===== config.mk =====
export PLATFORM = sky130hd
export DESIGN_NAME = div_iter
export DESIGN_NICKNAME = d
export VERILOG_FILES = /design/src/rtl/div_iter_pkg.sv /design/src/rtl/div_step.sv /design/src/rtl/div_iter.sv
export SDC_FILE = /design/constraint.sdc
export NUM_CORES = 1
export LEC_CHECK = 0
export CORE_MARGIN = 2
export CORE_UTILIZATION = 38
export CTS_BUF_LIST = sky130_fd_sc_hd__clkbuf_16
export CTS_CLUSTER_DIAMETER = 100
export DETAILED_ROUTE_END_ITERATION = 16
export MAX_ROUTING_LAYER = met4
export PLACE_DENSITY = 0.69
export SLEW_MARGIN = 20
export SYNTH_ARGS = -nofsm -noshare
export SYNTH_HDL_FRONTEND = slang
export SYNTH_HIERARCHICAL = 1
export SYNTH_SLANG_ARGS = --single-unit
export TNS_END_PERCENT = 1

===== constraint.sdc =====
create_clock -name clk -period 7.3 [get_ports clk]
set_input_delay 2.19 -clock clk [delete_from_list [all_inputs] [get_ports clk]]
set_output_delay 2.19 -clock clk [all_outputs]
set_load 0.05 [all_outputs]

===== src/rtl/div_iter_pkg.sv =====
// Shared definitions for the iterative signed divider: FSM state
// encodings and default sizing.
package div_iter_pkg;

    localparam int DIV_WIDTH_DEF = 32;
    localparam int DIV_CNT_W_DEF = 6;

    localparam logic [1:0] ST_IDLE    = 2'd0;
    localparam logic [1:0] ST_RUN     = 2'd1;
    localparam logic [1:0] ST_FIXUP   = 2'd2;
    localparam logic [1:0] ST_SPECIAL = 2'd3;

endpackage


===== src/rtl/div_step.sv =====
// One non-restoring division step: adds or subtracts the divisor magnitude
// from a WIDTH+1-bit partial remainder and derives the quotient bit.
module div_step
    import div_iter_pkg::*;
#(
    parameter int WIDTH = DIV_WIDTH_DEF
) (
    input  logic [WIDTH:0]   part_rem,
    input  logic [WIDTH-1:0] dvsr,
    input  logic             add_sel,
    output logic [WIDTH:0]   next_rem,
    output logic             q_bit
);

    // A negative partial remainder is restored by adding, otherwise subtract.
    always_comb begin
        if (add_sel) begin
            next_rem = part_rem + {1'b0, dvsr};
        end else begin
            next_rem = part_rem - {1'b0, dvsr};
        end
        q_bit = ~next_rem[WIDTH];
    end

endmodule


===== src/rtl/div_iter.sv =====
// Iterative signed divider: one quotient bit per clock by non-restoring
// division on operand magnitudes, followed by a sign fix-up cycle.
// Divide-by-zero and INT_MIN / -1 short-circuit through a single
// SPECIAL cycle and raise the exception flag.
module div_iter
    import div_iter_pkg::*;
#(
    parameter int WIDTH = DIV_WIDTH_DEF,
    parameter int CNT_W = DIV_CNT_W_DEF
) (
    input  logic             clk,
    input  logic             reset,
    input  logic             start,
    input  logic [WIDTH-1:0] dividend,
    input  logic [WIDTH-1:0] divisor,
    output logic [WIDTH-1:0] quotient,
    output logic [WIDTH-1:0] remainder,
    output logic             exception,
    output logic             ready,
    output logic             busy
);

    localparam logic [WIDTH-1:0] ONE      = {{(WIDTH-1){1'b0}}, 1'b1};
    localparam logic [WIDTH-1:0] INT_MIN  = {1'b1, {(WIDTH-1){1'b0}}};
    localparam logic [WIDTH-1:0] NEG_ONE  = {WIDTH{1'b1}};
    localparam logic [CNT_W-1:0] CNT_ONE  = {{(CNT_W-1){1'b0}}, 1'b1};
    localparam logic [CNT_W-1:0] CNT_LAST = CNT_W'(WIDTH);

    logic [1:0]       state_q, state_d;
    logic [CNT_W-1:0] cnt_q, cnt_d;
    logic [WIDTH:0]   rem_q, rem_d;
    logic [WIDTH-1:0] quot_q, quot_d;
    logic [WIDTH-1:0] dvsr_q, dvsr_d;
    logic             neg_quot_q, neg_quot_d;
    logic             neg_rem_q, neg_rem_d;

    logic [WIDTH-1:0] quotient_q, quotient_d;
    logic [WIDTH-1:0] remainder_q, remainder_d;
    logic             exception_q, exception_d;
    logic             ready_q, ready_d;
    logic             busy_q, busy_d;

    logic [WIDTH-1:0] dividend_mag;
    logic [WIDTH-1:0] divisor_mag;
    logic             div_by_zero;
    logic             overflow;
    logic [WIDTH:0]   step_part;
    logic             step_add;
    logic [WIDTH:0]   step_next;
    logic             step_qbit;
    logic [WIDTH-1:0] fixed_rem;
    logic [CNT_W-1:0] cnt_inc;

    // Operand magnitudes and the two exceptional operand combinations.
    always_comb begin
        dividend_mag = dividend[WIDTH-1] ? (~dividend + ONE) : dividend;
        divisor_mag  = divisor[WIDTH-1]  ? (~divisor + ONE)  : divisor;
        div_by_zero  = (divisor == '0);
        overflow     = (dividend == INT_MIN) && (divisor == NEG_ONE);
    end

    // Feed the shared step unit: shifted remainder while iterating,
    // unshifted remainder with a forced add for the final correction.
    always_comb begin
        if (state_q == ST_FIXUP) begin
            step_part = rem_q;
            step_add  = 1'b1;
        end else begin
            step_part = {rem_q[WIDTH-1:0], quot_q[WIDTH-1]};
            step_add  = rem_q[WIDTH];
        end
        fixed_rem = rem_q[WIDTH] ? step_next[WIDTH-1:0] : rem_q[WIDTH-1:0];
        cnt_inc   = cnt_q + CNT_ONE;
    end

    div_step #(
        .WIDTH (WIDTH)
    ) u_step (
        .part_rem (step_part),
        .dvsr     (dvsr_q),
        .add_sel  (step_add),
        .next_rem (step_next),
        .q_bit    (step_qbit)
    );

    // Next-state logic: a start always wins and recaptures the operands,
    // which silently abandons any operation still in flight.
    always_comb begin
        state_d     = state_q;
        cnt_d       = cnt_q;
        rem_d       = rem_q;
        quot_d      = quot_q;
        dvsr_d      = dvsr_q;
        neg_quot_d  = neg_quot_q;
        neg_rem_d   = neg_rem_q;
        quotient_d  = quotient_q;
        remainder_d = remainder_q;
        exception_d = exception_q;
        ready_d     = 1'b0;
        busy_d      = busy_q;

        if (start) begin
            busy_d     = 1'b1;
            cnt_d      = '0;
            dvsr_d     = divisor_mag;
            neg_quot_d = dividend[WIDTH-1] ^ divisor[WIDTH-1];
            neg_rem_d  = dividend[WIDTH-1];
            if (div_by_zero) begin
                state_d = ST_SPECIAL;
                quot_d  = '0;
                rem_d   = {1'b0, dividend};
            end else if (overflow) begin
                state_d = ST_SPECIAL;
                quot_d  = INT_MIN;
                rem_d   = '0;
            end else begin
                state_d = ST_RUN;
                quot_d  = dividend_mag;
                rem_d   = '0;
            end
        end else begin
            case (state_q)
                ST_RUN: begin
                    rem_d  = step_next;
                    quot_d = {quot_q[WIDTH-2:0], step_qbit};
                    cnt_d  = cnt_inc;
                    if (cnt_inc == CNT_LAST) begin
                        state_d = ST_FIXUP;
                    end
                end
                ST_FIXUP: begin
                    quotient_d  = neg_quot_q ? (~quot_q + ONE) : quot_q;
                    remainder_d = neg_rem_q ? (~fixed_rem + ONE) : fixed_rem;
                    exception_d = 1'b0;
                    ready_d     = 1'b1;
                    busy_d      = 1'b0;
                    cnt_d       = '0;
                    state_d     = ST_IDLE;
                end
                ST_SPECIAL: begin
                    quotient_d  = quot_q;
                    remainder_d = rem_q[WIDTH-1:0];
                    exception_d = 1'b1;
                    ready_d     = 1'b1;
                    busy_d      = 1'b0;
                    state_d     = ST_IDLE;
                end
                default: begin
                    state_d = ST_IDLE;
                end
            endcase
        end
    end

    // State and output registers with asynchronous clear.
    always_ff @(posedge clk or posedge reset) begin
        if (reset) begin
            state_q     <= ST_IDLE;
            cnt_q       <= '0;
            rem_q       <= '0;
            quot_q      <= '0;
            dvsr_q      <= '0;
            neg_quot_q  <= 1'b0;
            neg_rem_q   <= 1'b0;
            quotient_q  <= '0;
            remainder_q <= '0;
            exception_q <= 1'b0;
            ready_q     <= 1'b0;
            busy_q      <= 1'b0;
        end else begin
            state_q     <= state_d;
            cnt_q       <= cnt_d;
            rem_q       <= rem_d;
            quot_q      <= quot_d;
            dvsr_q      <= dvsr_d;
            neg_quot_q  <= neg_quot_d;
            neg_rem_q   <= neg_rem_d;
            quotient_q  <= quotient_d;
            remainder_q <= remainder_d;
            exception_q <= exception_d;
            ready_q     <= ready_d;
            busy_q      <= busy_d;
        end
    end

    assign quotient  = quotient_q;
    assign remainder = remainder_q;
    assign exception = exception_q;
    assign ready     = ready_q;
    assign busy      = busy_q;

endmodule


* After elaboration in Yosys (flattened, before gate mapping)
Cells that the tools add are included.
** Cells by class
- Shift-type cells :: 0
- $add $sub $neg :: 7
- Div/mod/pow operators :: 0
- Equality and inequality tests :: 7
- $mul :: 0
- Mux-type cells :: 29
- Order comparisons :: 0
- Reduce and logical (&&, ||, !) cells :: 8
- Bitwise gates (word level) :: 7
** Operator list (count)
- 2-to-1 mux 32 bit :: 10
- 2-to-1 mux 33 bit :: 4
- adder 32 x 1 -> 32 bit, second input constant :: 4
- inverter 32 bit :: 4
- one-hot mux 32 bit (2 select lines) :: 2
- equality test 32 bit, second input constant :: 2
- adder 33 x 32 -> 33 bit :: 1
- subtractor 33 x 32 -> 33 bit :: 1
- zero test 32 bit :: 1
- one-hot mux 6 bit (2 select lines) :: 1
- 2-to-1 mux 2 bit :: 5
- adder 6 x 1 -> 6 bit, second input constant :: 1
- equality test 6 bit, second input constant :: 1
- 2-to-1 mux 6 bit :: 1
- nonzero test 2 bit :: 3
- 2-to-1 mux 1 bit :: 5
- equality test 2 bit, second input constant :: 2
- != test 3 bit, second input constant :: 1
- nonzero test 3 bit :: 1
- equality test 2 x 1 -> 1 bit, second input constant :: 1
- inverter 1 bit :: 2
- one-hot mux 1 bit (2 select lines) :: 1
- AND reduction 2 bit :: 1
- OR reduction 2 bit :: 1
- other kinds (2) :: 2
** Storage, ports and cells
- Logic and storage cells :: 70
- Output and inout bits :: 67
- Memories :: 0
- Register bits after elaboration :: 174
- Input bits :: 67
- Latch bits :: 0
- Bits in read-only memories :: 0
- Memory bits (writable) :: 0

* Depth between registers and ports, before layout
Gate-level depths: netlist of the first run.
- Depth after elaboration :: 9
- Mapped depth :: 24
- Depth with buffers taken out :: 21

* Cells and area by module
The synthesis of the first run kept the hierarchy.
** By module, submodules not included
- div_iter :: cells each 1292, sequential area each 4354.2 µm², area an instance 11189.5 µm², times used 1
- div_step :: cells each 346, sequential area each 0.0 µm², area an instance 2446.1 µm², times used 1

* Least setup slack after synthesis of the first run
OpenSTA, ideal clock, no wires.
- Path type :: register to register
- Start :: reg state_q[0]
- End :: reg remainder_q[31], in the netlist remainder[31]
- Buffers on the path :: 4
- Cell stages (with the launch flop) :: 24
- Slack :: 1.961 ns
- Clock period less this slack :: 5.339 ns
- Library setup time :: 0.130 ns
- Required time :: 7.170 ns
- Data arrival time :: 5.209 ns
- Cells stage by stage :: dfrtp_1 -> clkbuf_1 -> inv_1 -> nand2_1 -> clkbuf_1 -> clkbuf_1 -> nand2_1 -> clkbuf_1 -> nor2_1 -> xor2_1 -> ha_1 -> and3_1 -> a221oi_2 -> o211a_1 -> o31ai_1 -> a21boi_2 -> mux2i_1 -> a311o_1 -> nor4b_1 -> o21ai_0 -> or4_1 -> o41ai_1 -> xnor2_1 -> o22ai_1
** On the way
- Elaborated cells between the ends (all ways) :: 14
- Those cells by class :: add/sub (3); eq/ne (2); mux (6); bitwise (1); reduce/logical (2)
** RTL lines
- from (decl) :: RTL line div_iter.sv:29 : logic [1:0] state_q, state_d;
- from (signal assigned) :: RTL line div_iter.sv:171 : state_q <= state_d;
- equality test 2 bit :: RTL line div_iter.sv:65 : if (state_q == ST_FIXUP) begin
- 2-to-1 mux 1 bit :: RTL line div_iter.sv:65
- named net step_add :: RTL line div_iter.sv:48 : logic step_add;
- 2-to-1 mux 33 bit :: RTL line div_step.sv:17 : if (add_sel) begin
- named net step_next[25] :: RTL line div_iter.sv:49 : logic [WIDTH:0] step_next;
- 2-to-1 mux 32 bit :: RTL line div_iter.sv:72 : fixed_rem = rem_q[WIDTH] ? step_next[WIDTH-1:0] : rem_q[WIDTH-1:0];
- inverter 32 bit :: RTL line div_iter.sv:133 : remainder_d = neg_rem_q ? (~fixed_rem + ONE) : fixed_rem;
- adder 32 x 1 -> 32 bit :: RTL line div_iter.sv:133
- 2-to-1 mux 32 bit :: RTL line div_iter.sv:133
- one-hot mux 32 bit (2 select lines) :: RTL line div_iter.sv:122 : case (state_q)
- to (signal assigned) :: RTL line div_iter.sv:179 : remainder_q <= remainder_d;
- to (decl) :: RTL line div_iter.sv:38 : logic [WIDTH-1:0] remainder_q, remainder_d;
The timed path passes the listed nets, and every way through them passes these cells.
A chain may end at the register's enable or synchronous reset.

* Worst setup path after layout of the first run
- Start :: reg dvsr_q[3]
- End :: reg remainder_q[31], in the netlist remainder[31]
** On the way
- Cells in the longest elaborated chain, start to end :: 7
- Elaborated cells between the ends (all ways) :: 8
- Those cells by class :: add/sub (3); mux (4); bitwise (1)
** Ends and longest elaborated chain
- from (decl) :: RTL line div_iter.sv:33 : logic [WIDTH-1:0] dvsr_q, dvsr_d;
- from (signal assigned) :: RTL line div_iter.sv:175 : dvsr_q <= dvsr_d;
- subtractor 33 x 32 -> 33 bit / adder 33 x 32 -> 33 bit (equally long branches) :: RTL line div_step.sv:20, div_step.sv:18
- 2-to-1 mux 33 bit (*) :: RTL line div_step.sv:17
- named net step_next[26] :: RTL line div_iter.sv:49
- 2-to-1 mux 32 bit (*) :: RTL line div_iter.sv:72
- inverter 32 bit (*) :: RTL line div_iter.sv:133
- adder 32 x 1 -> 32 bit (*) :: RTL line div_iter.sv:133
- 2-to-1 mux 32 bit (*) :: RTL line div_iter.sv:133
- one-hot mux 32 bit (2 select lines) (*) :: RTL line div_iter.sv:122
Mark *: on every way through the listed nets, which the timed path passes. The rest lies on a longest branch.

==> results.toml, run 1 <==
[status]
status = "finished clean"

[drt]
post_drt_wl_per_cell_um = 19.0
drc = 0
ant_nets = 0
drtIter0Drc = 1241
drt_wl_total_um = 41400
viasPerCell = 5.83
drt_pass1_iterations = 5
vias = 12700

[setup_path]
crit_start = "dvsr_q[3]"
r2r_start = "dvsr_q[3]"
worst-path-buf-inv = 0
critPathSlowestCell = "or4_1"
cp.required_ns = 7.62
worstPathArrival_ns = 6.17
cpPeakStageDelay_ns = 0.61
reg2reg_slack_ns = 1.44
endpoint_kind = "flip-flop"
cp_cell_sequence = "or4_1 -> nor3_2 -> nand3_1 -> nor4_1 -> nor2_1 -> xor2_1 -> ha_1 -> a21o_1 -> nand2b_1 -> a211oi_1 -> a31oi_1 -> a221oi_1 -> xnor2_1 -> mux2i_1 -> o21ai_0 -> or4_1 -> o41ai_1 -> xnor2_1 -> o22ai_1"
path_delay_family = "simple AND/OR/NAND/NOR gates"
crit_type = "reg2reg"
cp-start-kind = "flip-flop"
crit_fanout = 6

[synthesis]
ys_top_cells_by_area = "dfrtp_1 32%, xor2_1 6.9%, o21ai_0 5.2%, a21oi_1 4.8%, nor2_1 4.5%"
synth_top_flop_cell = "dfrtp_1"
synth_fp_nets = 1746
syn_area_per_cell_um2 = 8.32
synth-edff-count = 0
ys_seq_area_share_pct = 31.9
synth_warnings = 6
synth.distinct_cells = 82
yosys.area.top_type = "dfrtp_1"
ys_seq_elements = 174
synthTopCellsByCount = "174 x dfrtp_1, 162 x nor2_1, 142 x o21ai_0"
netlist_area_um2 = 13600
synth_cells = 1638
synth_top_area_share_pct = 31.9
synth.most_common_cell = "dfrtp_1"
synthArstFlopShare_pct = 100

[cts]
cts_hold_buf = 0
clock_latency_ns = 0.44
cts_buffers = 17
clockBufferDepth = 2
numClockSinks = 174
post-cts-setup-buffers = 0
cts_tree = "built"
clk_pin_slew_worst_paths_ns = 0.08
cts_resized = 0
cts-root-buf = "clkbuf_16"
htreeDepth = 4

[placed_design]
globalplace.congestion = 0.942
hpwlAfterDp_um = 31200
io_buffers = 133

[power_and_ir_drop]
power_uw = 6820
power_density_nw_per_um2 = 429
worst_ir_drop_vdd_uv = 233
leakage_uw = 0.00634

[die]
io_pins = 134
die_area_um2 = 37400
rows = 69
coreArea_um2 = 35500
die_w_um = 193
start_util_pct = 38.4
fp.dieH_um = 193

[sta]
worst_slew_pin_slew_ns = 0.958
min_period_ns = 5.86
clock_skew_ns = 0.0101
rsz0062_at_grt = "false"
clock.fmax_ghz = 0.171
max-slew-margin-rel_pct = 35.9
tns_ns = 0
hold_viol_final = 0
maxSlewViolCount = 0
final-setup-viol-count = 0
finalCritPeriodShare_pct = 80.2

[global_route]
grt_pass1_wl_um = 65600
grt_pass1_vias = 11700
antenna_found_initial = 0
overflow = 0
top_usage_layer = "met2"
grt_util_met1_pct = 31.6
gr-usage-met2_pct = 33.0
met3_usage_pct = 2.67
grt_max_degree = 86
grt_use_total_pct = 22.1

[min_path]
hold_path.class = "reg2reg"
min_from = "quotient[30]"

[finish]
areaGrowthSynthToFinish_pct = 16.5
diodes = 0
num-nets-final = 1814
drive_gt1_share_pct = 6.11

[run]
max-cap-violations = 0
worst reg2reg max path, delay by kind of cell, from the launching register on:
kind | cells | cell delay [ns]
multiplexers | 1 | 0.25
AO/OA/AOI/OAI | 7 | 1.84
adder cells (fa/ha/maj) | 1 | 0.38
flip-flops | 1 | 0.43
AND/OR/NAND/NOR | 7 | 2.27
XOR/XNOR | 3 | 0.57
sequential cells by signal (all words and copies together) (netlist names):
| name | cells |
|---|---|
| busy | 1 |
| state_q | 2 |
| quot_q | 32 |
| exception | 1 |
| rem_q | 33 |
| cnt_q | 6 |
| ready | 1 |
| neg_rem_q | 1 |
| neg_quot_q | 1 |
| quotient | 32 |
| remainder | 32 |
| dvsr_q | 32 |
final timing paths:
| path | end | cells after the start |
|---|---|---|
| worst max-delay path | remainder[31] | 19 |
| worst min-delay path | quotient[30] | 2 |
| worst max register to register | remainder[31] | 19 |
| worst min register to register | quotient[30] | 2 |
| max in group asynchronous | remainder[29] | 3 |
| min in group asynchronous | quotient[6] | 2 |
routing by layer:
layer	wire length, um	share of wire, %	vias to the layer above
met1	19900	48	6121
met3	2220	5.4	49
met5	0	0	-
met4	813	2.0	0
li1	-	-	6119
met2	18400	45	428
metrics by stage:
stage	instance area [um^2]	cells	util, %	setup slack (ns)	hold WS, ns
after floorplan	13600	1638	-	0.393	0.487
final	15900	2180	44.8	1.44	0.485
after CTS	15900	2180	44.8	1.59	0.488
after global placement	15300	2148	43.1	1.70	0.464
after detailed placement	15300	2148	43.1	1.61	0.471
after global routing	15900	2180	44.8	0.999	0.506
where the power goes:
| group | leakage, uW | internal (uW) | total, uW | switching, uW |
|---|---|---|---|---|
| registers | 0.00212 | 1220 | 1550 | 334 |
| clock network | 0.000284 | 510 | 945 | 435 |
| logic | 0.00393 | 1610 | 4320 | 2710 |
| total | 0.00634 | 3340 | 6820 | 3480 |
area by class of cell:
type / instances / area (um^2)
multi-input cells: 1322 / 8740
inverters: 40 / 155
clock buffers: 17 / 425
repair buffers: 151 / 1460
flip-flops and latches: 174 / 4360
clock inverters: 15 / 160
well taps: 461 / 577
fillers: 3442 / 19600
cell usage in the layout (no fill, tap or decap), types with 28 or more instances in the layout:
cell type        instances
a21oi_1                131
clkdlybuf4s50_1        132
dfrtp_1                173
ha_1                    40
inv_1                   41
mux2_2                  32
mux2i_1                 60
nand2_1                137
nor2_1                 162
nor3_1                  46
o21a_1                  33
o21ai_0                141
o31ai_1                 37
o32ai_1                 28
or3_1                   33
xnor2_1                 67
xor2_1                 107
logic make-up (layout without fill, tap and decap cells):
logic type	after synthesis	after routing	share of synthesized area (%)
AND/OR/NAND/NOR	507	507	18.1
AO/OA/AOI/OAI	506	506	23.5
XOR/XNOR	175	175	11.3
flip-flops	174	174	31.9
buffers and inverters	142	223	4.14
multiplexers	93	93	7.21
adder cells (fa/ha/maj)	41	41	3.82
Note: power is estimated with default switching activity, not from simulation.
==> inputs of run 2 (changes only) <==
--- a/config.mk
+++ b/config.mk
@@ -11,7 +11,7 @@
 export CTS_CLUSTER_DIAMETER = 100
 export DETAILED_ROUTE_END_ITERATION = 16
 export MAX_ROUTING_LAYER = met4
-export PLACE_DENSITY = 0.69
+export PLACE_DENSITY = 0.67
 export SLEW_MARGIN = 20
 export SYNTH_ARGS = -nofsm -noshare
 export SYNTH_HDL_FRONTEND = slang
==> constraint.sdc (replaced) <==
create_clock -name clk -period 5.82 [get_ports clk]
set_input_delay 1.746 -clock clk [delete_from_list [all_inputs] [get_ports clk]]
set_output_delay 1.746 -clock clk [all_outputs]
set_load 0.05 [all_outputs]
==> results.toml, run 2 (synthesized netlist as in run 1, its figures left out) <==
[sta]
min_period_ns = 5.42
final-setup-viol-count = 0
rsz0062_at_grt = "false"
maxSlewViolCount = 0
max-slew-margin-rel_pct = 36.0
worst_slew_pin_slew_ns = 0.960
finalCritPeriodShare_pct = 93.2
clock.fmax_ghz = 0.184
hold_viol_final = 0
tns_ns = 0
clock_skew_ns = 0.0108

[power_and_ir_drop]
power_density_nw_per_um2 = 535
comb_power_share_pct = 64.0
worst_ir_drop_vdd_uv = 269
power_frac_clock_pct = 13.4
switchingPower_uw = 4370
power_frac_seq_pct = 22.7
p_int_uw = 4180
leakage_uw = 0.00639
netSwitchingFraction_pct = 51.1

[setup_path]
critPathSlowestCell = "or4_1"
endpoint_kind = "flip-flop"
path_delay_family = "simple AND/OR/NAND/NOR gates"
crit_type = "reg2reg"
crit_fanout = 6
worst-path-buf-inv = 0
cp.required_ns = 6.14
cp_cell_sequence = "or4_1 -> nor3_2 -> nand3_1 -> nor4_1 -> nor2_1 -> xor2_1 -> ha_1 -> a21o_1 -> nand2b_1 -> a211oi_1 -> a31oi_1 -> a221oi_1 -> xnor2_1 -> mux2i_1 -> o21ai_0 -> or4_1 -> o41ai_1 -> xnor2_1 -> o22ai_1"
worstPathArrival_ns = 5.74
cp-start-kind = "flip-flop"
cpPeakStageDelay_ns = 0.60

[finish]
areaGrowthSynthToFinish_pct = 17.2
regMostFlops = "rem_q"
final_common_cell = "dfrtp_1"
diodes = 0
final_cells = 2191
drive_gt1_share_pct = 6.94
num-nets-final = 1825
largest_reg_flops = 33
layout_common_cells = "173 x dfrtp_1, 162 x nor2_1, 142 x o21ai_0"

[die]
die_area_um2 = 37400
io_pins = 134
fp.dieH_um = 193
start_util_pct = 38.4
coreArea_um2 = 35500
rows = 69
die_w_um = 193

[drt]
ant_nets = 0
drt_wl_total_um = 41100
viasPerCell = 5.79
drtIter0Drc = 1336
drc = 0
vias = 12700
post_drt_wl_per_cell_um = 18.8
drt_pass1_iterations = 5

[cts]
cts_buffers = 17
post-cts-setup-buffers = 0
cts_tree = "built"
clockBufferDepth = 2
cts_hold_buf = 0
clock_latency_ns = 0.45
cts-root-buf = "clkbuf_16"
htreeDepth = 4
clk_pin_slew_worst_paths_ns = 0.08
numClockSinks = 174

[run]
max-cap-violations = 0

[global_route]
antenna_found_initial = 0
grt_pass1_wl_um = 65600
overflow = 0
grt_max_degree = 175
grt_pass1_vias = 11600
grt_use_total_pct = 22.1

[placed_design]
dpl.cell_count = 2159
io_buffers = 133
globalplace.congestion = 0.937
hpwlAfterDp_um = 30700

[min_path]
hold_path.class = "reg2reg"

[status]
status = "finished clean"
==> run 2: final cells by class <==
| class | instances | area [um^2] |
|---|---|---|
| Timing Repair Buffer | 162 | 1560 |
| Tap cell | 461 | 577 |
| Inverter | 40 | 154 |
| Multi-Input combinational cell | 1322 | 8760 |
| Fill cell | 3518 | 19500 |
| Clock buffer | 17 | 425 |
| Clock inverter | 15 | 149 |
| Sequential cell | 174 | 4360 |
==> run 2: final timing paths <==
check,from,endpoint,slack (ns),cells after the start
setup / recovery,dvsr_q[3],remainder[31],0.40,19
hold / removal,remainder[1],remainder[1],0.48,1
setup reg to reg,dvsr_q[3],remainder[31],0.40,19
hold reg to reg,remainder[1],remainder[1],0.48,1
max in group asynchronous,reset,rem_q[32],3.20,3
min in group asynchronous,reset,quotient[3],1.93,3
==> run 2: layer usage <==
| layer | wire (um) | vias to the layer above | track usage [%] |
|---|---|---|---|
| met5 | 0 | - | - |
| met4 | 744 | 0 | 5.77 |
| met3 | 2370 | 47 | 2.13 |
| met2 | 17900 | 439 | 32.1 |
| met1 | 20100 | 6072 | 32.8 |
| li1 | - | 6133 | - |
==> run 2: power by group through the flow <==
| stage | logic (uW) | clock network, uW | registers [uW] |
|---|---|---|---|
| after floorplan | 3400 | 0 | 2330 |
| after global placement | 5330 | 0 | 1930 |
| after detailed placement | 5370 | 0 | 1950 |
| after CTS | 5390 | 1170 | 1930 |
| after global routing | 5950 | 1210 | 1990 |
| final | 5470 | 1140 | 1940 |
==> run 2: worst reg2reg max path: stages, from the launching register on <==
cell      delay [ns]
dfrtp_1         0.44
or4_1           0.60
nor3_2          0.26
nand3_1         0.24
nor4_1          0.23
nor2_1          0.08
xor2_1          0.16
ha_1            0.37
a21o_1          0.20
nand2b_1        0.14
a211oi_1        0.21
a31oi_1         0.17
a221oi_1        0.45
xnor2_1         0.24
mux2i_1         0.26
o21ai_0         0.14
or4_1           0.45
o41ai_1         0.39
xnor2_1         0.17
o22ai_1         0.10
==> run 2: timing repair <==
item / CTS / global route
resized for setup: 0 / 3
setup endpoints to repair: 0 / 1
hold endpoints to repair: 0 / 0
==> run 2: stage by stage <==
step                      power [uW]  setup WS (ns)  hold slack [ns]  instance area [um^2]  util [%]
after detailed placement        7320          0.446            0.472                 15400      43.4
after global placement          7260          0.540            0.461                 15400      43.4
final                           8550          0.398            0.482                 16000      45.0
after floorplan                 5740          0.481            0.487                 13600         -
after CTS                       8490          0.405            0.491                 16000      45.0
after global routing            9150         0.0813            0.509                 16000      45.0
==> patch, RTL diff (settings of run 1) <==
The package constant `DIV_CNT_W_DEF` goes from 6 to 12.
--- a/src/rtl/div_iter_pkg.sv
+++ b/src/rtl/div_iter_pkg.sv
@@ -3,7 +3,7 @@
 package div_iter_pkg;
 
     localparam int DIV_WIDTH_DEF = 32;
-    localparam int DIV_CNT_W_DEF = 6;
+    localparam int DIV_CNT_W_DEF = 12;
 
     localparam logic [1:0] ST_IDLE    = 2'd0;
     localparam logic [1:0] ST_RUN     = 2'd1;
Check against the original RTL: same outputs for any inputs over 4 cycles, from zero or initial values and one cycle with reset high; that may be too few to reach the edited logic, so the function may still have changed.
==> patch against run 1 <==
  * Area after synthesis up 5.3%
  * Design area is 5.8% higher
  * Hold slack worse by 0.0055 ns
  * Worst setup slack improved by 0.013 ns
  * Largest cell class unchanged
  * Clock power increased by 9%
  * Wire length up 13%
  * Sequential cell count grew 6
  * Total power rose by 4.9%
==> patch: results (changes against run 1) <==
• completed — status, unchanged
• 5 — number of iterations in the first detailed-routing pass, unchanged
• 0 — number of diodes added for antenna fixing, unchanged
• 0 — number of buffers added for setup after CTS, unchanged
• 6.18 ns — CP arrival, was 6.17 ns
• 6.77 nW — Static Leak, was 6.34 nW
• 35500 um — post-DP HPWL, was 31200 um
• 0.0138 ns — worst setup skew after layout, was 0.0101 ns
• 12800 — vias in the first global route, was 11700
• 180 x dfrtp_1, 166 x nand2_1, 150 x nor2_1, 135 x a21oi_1, 128 x o21ai_0 — commonest cells in the synthesized netlist, was 174 x dfrtp_1, 162 x nor2_1, 142 x o21ai_0, 138 x nand2_1, 131 x a21oi_1
• dfrtp_1 31%, xor2_1 6.3%, mux2i_1 4.8%, a21oi_1 4.7%, o21ai_0 4.5% — cell types with the largest area share after synthesis, was dfrtp_1 32%, xor2_1 6.9%, o21ai_0 5.2%, a21oi_1 4.8%, nor2_1 4.5%
• flop to flop — HP Class, unchanged
• 6 — count of warnings emitted by yosys, unchanged
• 8 — maximum fanout along the worst path, was 6
• 0.08 ns — clock transition at the register clock pins on the worst setup and hold paths after CTS, about the same
• 0.46 ns — clock latency reported for the late side of the worst-skew pair, was 0.44 ns
• 1.00 — share of async-settable or async-resettable flops after synthesis, unchanged
• 88 — maximum number of pins on one net before global-route repair, was 86
• 0 — Max Cap Viol, unchanged
• 0 — number of antenna violations at the first check in global routing, unchanged
• 0 — number of pins with negative max-slew slack in the final report, unchanged
• 0.0736 — share of cells above drive strength 1, was 0.0611
• 0.229 mV — Max rail drop VDD, was 0.233 mV
• 2 — Max Buffers Root-to-Sink, unchanged
• clkbuf_16 — cell chosen for the clock root, unchanged
• rem_q — register with the highest flop count, unchanged
• 85 — synth unique cells, was 82
• 0.71 ns — critical path's largest stage delay, was 0.61 ns
• 73500 um — global-route wire length before repair, was 65600 um
• 0.224 — post-synthesis compound-gate area fraction, was 0.235
• 0 — antenna-violating nets left, unchanged
• 1261 — number of DRC markers after the initial detailed-route iteration, was 1241
• 2 — WHS Path Cells, unchanged
• 0.102 — Synth Area in XOR/XNOR, was 0.113
• 0.946 ns — worst slew pin tran, was 0.958 ns
• 0.0802 — post-synthesis mux area share, was 0.0721
• 3642 — fill count, was 3442
• 5.78 — Avg Vias per Cell, was 5.83
• 19.9 um — post-DR wirelength/cell, was 19.0 um
• 18 — number of cells on the worst reg-to-reg path, was 19
• 0 — number of instances resized during post-cts repair, unchanged
• 4 — level count of the clock H-tree, unchanged
• 1858 — Net Count, Synth, was 1746
• 133 — Buffers on Ports, unchanged
• dvsr_q[6] — crit path from, was dvsr_q[3]
• simple AND/OR/NAND/NOR gates — gate family responsible for the most delay along the worst path, unchanged
• 33 — flip-flop count of the largest register after layout, unchanged
• remainder[29] — Critical Path End, was remainder[31]
• 0.966 — GP Congestion, was 0.942
• o31ai_1 — slowest cell on the critical path, was or4_1
• 1.46 ns — minimum setup slack among reg-to-reg paths
• 0.0371 — post-synthesis adder-cell area fraction, was 0.0382
• 17 — total clock buffers created by CTS, unchanged
• 0.314 — sequential share of the synthesized area, was 0.319
• 0.247 — total global routing track utilization, was 0.221
## patch: cell types whose count changed after synthesis, sizes merged, moves of 8 or more
cell,run 1,this run
o32ai,28,3
o22ai,13,35
nor2,162,150
mux2,32,41
nand2,138,167
nand4,17,25
nand3,18,34
mux2i,60,69
a31oi,13,22
o31ai,38,29
o21a,33,18
and2,4,12
o21ai,148,172
## patch: cell type report
cell class                      instances  area [um^2]  area share
Multi-Input combinational cell       1421         9320       0.555
Sequential cell                       180         4510       0.268
Timing Repair Buffer                  159         1520      0.0907
Tap cell                              511          639      0.0381
Clock buffer                           17          425      0.0253
Clock inverter                         15          216      0.0129
Inverter                               43          166     0.00991
## patch: logic make-up (layout without fill, tap and decap cells)
| kind of cell | Yosys count | in the layout |
|---|---|---|
| adder cells (fa/ha/maj) | 42 | 42 |
| flip-flops | 180 | 180 |
| buffers and inverters | 148 | 234 |
| AND/OR/NAND/NOR | 578 | 578 |
| AO/OA/AOI/OAI | 524 | 524 |
| multiplexers | 110 | 110 |
| XOR/XNOR | 167 | 167 |
## patch: layer usage
metal  share of wire  up-vias  global-route usage
li1                -     6549                   -
met1            0.45     6543               0.337
met2            0.47      421               0.390
met3           0.057       46              0.0258
met4           0.020        0              0.0732
met5               0        -                   -
## patch: worst reg2reg max path, stage by stage, from the launching register on
cell and delay, ns:
dfrtp_1 0.42, nor4_1 0.64, and2_1 0.26, and4b_1 0.31, nand2_1 0.10, nor2_1 0.17
a21oi_1 0.11, xor2_1 0.20, ha_1 0.50, nand4_1 0.25, o31ai_1 0.71, a41oi_1 0.22
xnor2_1 0.36, nor3b_1 0.29, o22ai_1 0.16, or4_1 0.51, o41ai_2 0.25, xnor2_1 0.16
o22ai_1 0.09
## patch: how the worst min path moves through the flow
stage | startpoint | to | slack (ns)
after floorplan | dvsr_q[8] | dvsr_q[8] | 0.49
after global placement | remainder[2] | remainder[2] | 0.46
after CTS | remainder[1] | remainder[1] | 0.49
after detailed placement | remainder[1] | remainder[1] | 0.47
final | remainder[1] | remainder[1] | 0.48
after global routing | remainder[2] | remainder[2] | 0.51
## patch: through the flow
| step | util | power (mW) | instance area [um^2] | instances | worst slack [ns] |
|---|---|---|---|---|---|
| 2_1_floorplan | - | 4.66 | 14400 | 1749 | 0.223 |
| 4_1_cts | 0.449 | 7.09 | 16800 | 2346 | 1.56 |
| 3_5_place_dp | 0.432 | 6.05 | 16200 | 2314 | 1.59 |
| 3_3_place_gp | 0.432 | 6.02 | 16100 | 2314 | 1.57 |
| 6_report | 0.449 | 7.16 | 16800 | 2346 | 1.46 |
| 5_1_grt | 0.449 | 7.60 | 16800 | 2346 | 1.08 |
## patch: where the power goes
group          total, mW  internal (mW)  switching [mW]
logic               4.53           1.66            2.88
clock network       1.03          0.557           0.470
registers           1.60           1.25           0.344
